==> config.mk <==
export PLATFORM = sky130hd
export DESIGN_NAME = imem_loader
export DESIGN_NICKNAME = d
export VERILOG_FILES = /design/src/rtl/imem_loader.sv
export SDC_FILE = /design/constraint.sdc
export NUM_CORES = 1
export LEC_CHECK = 0
export CORE_MARGIN = 2
export CORE_UTILIZATION = 36
export DETAILED_ROUTE_END_ITERATION = 7
export DONT_BUFFER_PORTS = 1
export PLACE_DENSITY = 0.57
export SLEW_MARGIN = 20
export SYNTH_ARGS = -nofsm -noshare
export SYNTH_HDL_FRONTEND = slang
export SYNTH_SLANG_ARGS = --single-unit
==> constraint.sdc <==
create_clock -name clk -period 2.9 [get_ports clk]
set_input_delay 0.29 -clock clk [delete_from_list [all_inputs] [get_ports clk]]
set_output_delay 0.29 -clock clk [all_outputs]
set_load 0.05 [all_outputs]
==> src/rtl/imem_loader.sv <==
// Boot loader: takes a byte-stream program image (16-bit word count header, then
// little-endian 32-bit words) and writes it into instruction memory, holding the core in reset until done.
module imem_loader #(
    parameter int ADDR_W = 8
) (
    input  logic              clk,
    input  logic              rst,
    input  logic              start,
    input  logic              in_valid,
    input  logic [7:0]        in_data,
    output logic              in_ready,
    output logic              imem_we,
    output logic [ADDR_W-1:0] imem_waddr,
    output logic [31:0]       imem_wdata,
    output logic              core_rst,
    output logic              busy,
    output logic              done,
    output logic              err
);

    // state  | meaning
    // IDLE   | after reset, core held in reset, waiting for start
    // HDR0   | accepting word-count low byte
    // HDR1   | accepting word-count high byte, range check
    // DATA   | accepting the four bytes of one word
    // WRITE  | one-cycle instruction-memory write strobe
    // DONE   | image complete, core released
    // ERR    | word count larger than memory, core held in reset
    typedef enum logic [2:0] {
        S_IDLE,
        S_HDR0,
        S_HDR1,
        S_DATA,
        S_WRITE,
        S_DONE,
        S_ERR
    } state_t;

    // Depth is 17 bits wide so a 16-bit count can be compared against 2**16.
    localparam logic [16:0] DEPTH = 17'd1 << ADDR_W;

    state_t      state;
    state_t      state_next;
    logic [15:0] word_cnt;
    logic [1:0]  byte_idx;
    logic [15:0] hdr_n;
    logic        accept;
    logic        start_ok;

    assign accept   = in_valid & in_ready;
    assign hdr_n    = {in_data, word_cnt[7:0]};
    assign start_ok = start & ((state == S_IDLE) | (state == S_DONE) | (state == S_ERR));

    always_ff @(posedge clk or posedge rst) begin
        if (rst) begin
            state <= S_IDLE;
        end else begin
            state <= state_next;
        end
    end

    always_comb begin
        state_next = state;
        in_ready   = 1'b0;
        imem_we    = 1'b0;
        busy       = 1'b0;
        done       = 1'b0;
        err        = 1'b0;
        core_rst   = 1'b1;
        case (state)
            S_IDLE: begin
                if (start) state_next = S_HDR0;
            end
            S_HDR0: begin
                in_ready = 1'b1;
                busy     = 1'b1;
                if (in_valid) state_next = S_HDR1;
            end
            S_HDR1: begin
                in_ready = 1'b1;
                busy     = 1'b1;
                if (in_valid) begin
                    if (hdr_n == 16'd0)
                        state_next = S_DONE;
                    else if ({1'b0, hdr_n} > DEPTH)
                        state_next = S_ERR;
                    else
                        state_next = S_DATA;
                end
            end
            S_DATA: begin
                in_ready = 1'b1;
                busy     = 1'b1;
                if (in_valid && byte_idx == 2'd3) state_next = S_WRITE;
            end
            S_WRITE: begin
                imem_we = 1'b1;
                busy    = 1'b1;
                if (word_cnt == 16'd1)
                    state_next = S_DONE;
                else
                    state_next = S_DATA;
            end
            S_DONE: begin
                done     = 1'b1;
                core_rst = 1'b0;
                if (start) state_next = S_HDR0;
            end
            S_ERR: begin
                err = 1'b1;
                if (start) state_next = S_HDR0;
            end
            default: state_next = S_IDLE;
        endcase
    end

    // Datapath: a reset mid-word drops the partially assembled word with no write.
    always_ff @(posedge clk or posedge rst) begin
        if (rst) begin
            imem_waddr <= '0;
            imem_wdata <= '0;
            word_cnt   <= '0;
            byte_idx   <= '0;
        end else begin
            if (start_ok) begin
                imem_waddr <= '0;
                byte_idx   <= '0;
            end
            if (accept) begin
                case (state)
                    S_HDR0: word_cnt[7:0] <= in_data;
                    S_HDR1: word_cnt      <= hdr_n;
                    S_DATA: begin
                        imem_wdata[{byte_idx, 3'b000} +: 8] <= in_data;
                        byte_idx <= byte_idx + 2'd1;
                    end
                    default: ;
                endcase
            end
            if (state == S_WRITE) begin
                imem_waddr <= imem_waddr + 1'b1;
                word_cnt   <= word_cnt - 16'd1;
            end
        end
    end

endmodule
==> run_results.csv <==
group,metric,value,unit
grt,grt_overflow,0,
grt,grt_pass1_wl,12.8,mm
power_and_ir_drop,power_density,989,nW/um2
synthesis,syn_area_per_cell,8.82,um2
clocking,cts_buffers,9,
worst_setup_path,crit_path_start_kind,"flop",
synthesis,synthArstFlopShare,100,%
clocking,cts.sinks,61,
floorplan,initial_core_util,36.7,%
synthesis,synth_edf_count,0,
placed_design,place_hpwl,5.14,mm
synthesis,ys_ff_latch,61,
grt,grt_max_degree,37,
synthesis,yosysUniqueCellTypes,53,
synthesis,synth_area,3170,um2
routing,drt_pass1_iterations,4,
timing,final-setup-viol-count,0,
clocking,cts_tree,"built",
floorplan,die_y,97.8,um
worst_setup_path,path_max_fanout,14,
synthesis,seq_area_frac_synth,48.2,%
worst_setup_path,worstPathRequired,2610,ps
clocking,cts_buffer_depth,2,
synthesis,synth_flop_cell,"dfrtp_1",
synthesis,synth_top_area_share,48.2,%
synthesis,post-synth-top-count-cell,"nand2_1",
clocking,clkLatencyLatePin,340,ps
floorplan,core,8640,um2
final_layout,drive_gt1_share,10.2,%
floorplan,die_w,97.8,um
grt,grt_pass1_vias,2417,
clocking,clkTransAtPathRegs,70,ps
worst_setup_path,crit_type,"flop to primary output",
floorplan,row_count,34,
final_layout,layout.nets,389,
timing,fin_crit_sh,80.2,%
grt,grt_use_total,16.8,%
routing,postRouteAntennaNets,0,
timing,finalClockSkew,6.70,ps
synthesis,synth_common_cells,"nand2_1, dfrtp_1, o21ai_0, nor2_1",
timing,slew_headroom,57.9,%
final_layout,antennaDiodeCount,0,
floorplan,die-area,9560,um2
final_layout,fillerInstances,870,
routing,drcViolationCount,0,
routing,drt_wl_total,7.62,mm
placed_design,io_buffer_count,0,
synthesis,synth_top_cell_by_area,"dfrtp_1",
synthesis,synth_nets,380,
placed_design,post-place-ws,785,ps
grt,antenna_found_initial,0,
timing,rsz0062_at_grt,"no",
clocking,post_cts_buffers,0,
routing,drtIter0Drc,143,
power_and_ir_drop,ir_drop,0.407,mV
timing,finalMaxSlewViolations,0,
worst_setup_path,cp.arrival,2040,ps
clocking,clockRootBuffer,"clkbuf_8",
run_status,status,"finished, final reports clean",
timing,fmax,0.430,GHz
worst_setup_path,critPathCaptureType,"primary output",
synthesis,synthTopCellsByArea,"dfrtp_1, nand2_1, o21ai_0",
clocking,cts_repair_resize_count,0,
timing,fin_tns_setup,0,ps
floorplan,io_pins,58,
routing,viasPerCell,5.31,
timing,hold_viol_final,0,
run,maxCapViolCount,0,
final_layout,final_core_util,40.8,%
routing,wire_per_inst,15.8,um
synthesis,netlist_instances,359,
synthesis,yosysWarnings,0,
min_path,hold_path_class,"primary input to flop",
clocking,htree_levels,3,
routing,vias,2552,
placed_design,gp_congestion,0.813,
final_layout,final-seq-area,1530,um2
timing,setup_ws,574,ps
final_layout,syn_to_final_growth,11.2,%
final_layout,multi_input_area,1520,um2
power_and_ir_drop,power.leakage,1.48,nW
clocking,cts_hold_buffers,1,
timing,max_slew.worst_pin.slew,626,ps
timing,finalCriticalPeriod,2330,ps
==> cells in the final DEF, fill, tap and decap left out, types with 9 or more instances in the layout <==
master / instances
o21ai_0: 46
ha_1: 9
a21oi_1: 15
nand2_1: 88
nand3_1: 15
nor3_1: 9
nor2_1: 23
inv_1: 11
clkbuf_8: 9
dfrtp_1: 61
buf_4: 9
==> per-stage QoR <==
| stage | cells | instance area, um2 | power (mW) | hold slack [ps] |
|---|---|---|---|---|
| after detailed placement | 464 | 3320 | 2.74 | 280 |
| after CTS | 481 | 3520 | 3.51 | 54.4 |
| after global routing | 481 | 3520 | 3.74 | 59.9 |
| after global placement | 464 | 3320 | 2.72 | 271 |
| final | 481 | 3520 | 3.48 | 69.0 |
| after floorplan | 359 | 3170 | 2.46 | 413 |
==> cell type report <==
class	instances	area share (%)
Clock inverter	6	1.81
Tap cell	108	3.84
Clock buffer	10	3.62
Inverter	13	1.39
Timing Repair Buffer	11	2.77
Multi-Input combinational cell	272	43.2
Sequential cell	61	43.3
==> final timing paths <==
check,cells after the start,slack [ps],endpoint,from
max,3,570,done,state[0]
min,2,70,word_cnt[14],in_data[6]
max reg2reg,6,780,word_cnt[4],state[2]
min reg2reg,1,510,word_cnt[13],word_cnt[13]
max in group asynchronous,3,1830,imem_waddr[6],rst
min in group asynchronous,2,470,imem_wdata[2],rst
==> cell families after synthesis <==
family                     Yosys count  synth area share (%)
AOI/OAI and AO/OA                   90                  16.9
xor gates and xnor gates             4                  1.11
adders and majority gates           10                  3.87
buffers and inverters               26                  3.87
DFF                                 61                  48.2
muxes                                2                 0.672
and+or+nand+nor                    166                  25.4
==> power by group <==
part	total, mW	internal [mW]	switching (mW)	leakage [nW]
clock network	0.754	0.395	0.359	0.0923
registers	1.57	1.05	0.519	0.799
logic	1.16	0.447	0.715	0.591
==> registers in the layout, summed over array words and instances, names as in the netlist <==
name,count
word_cnt,16
imem_waddr,8
byte_idx,2
imem_wdata,32
state,3
==> worst max-delay path, cell delays in order (launching register included) <==
cell and delay [ps]:
dfrtp_1 610, nor2b_1 240, nand2_1 360, inv_1 490
==> routing by layer <==
metal  track usage, %  up-vias  wire (um)
li1                 -     1272          -
met1             22.0     1200       3630
met2             26.6       73       3450
met3             6.66        7        484
met4             3.42        0         59
met5                0        -          0
Note: power is estimated with default switching activity, not from simulation.
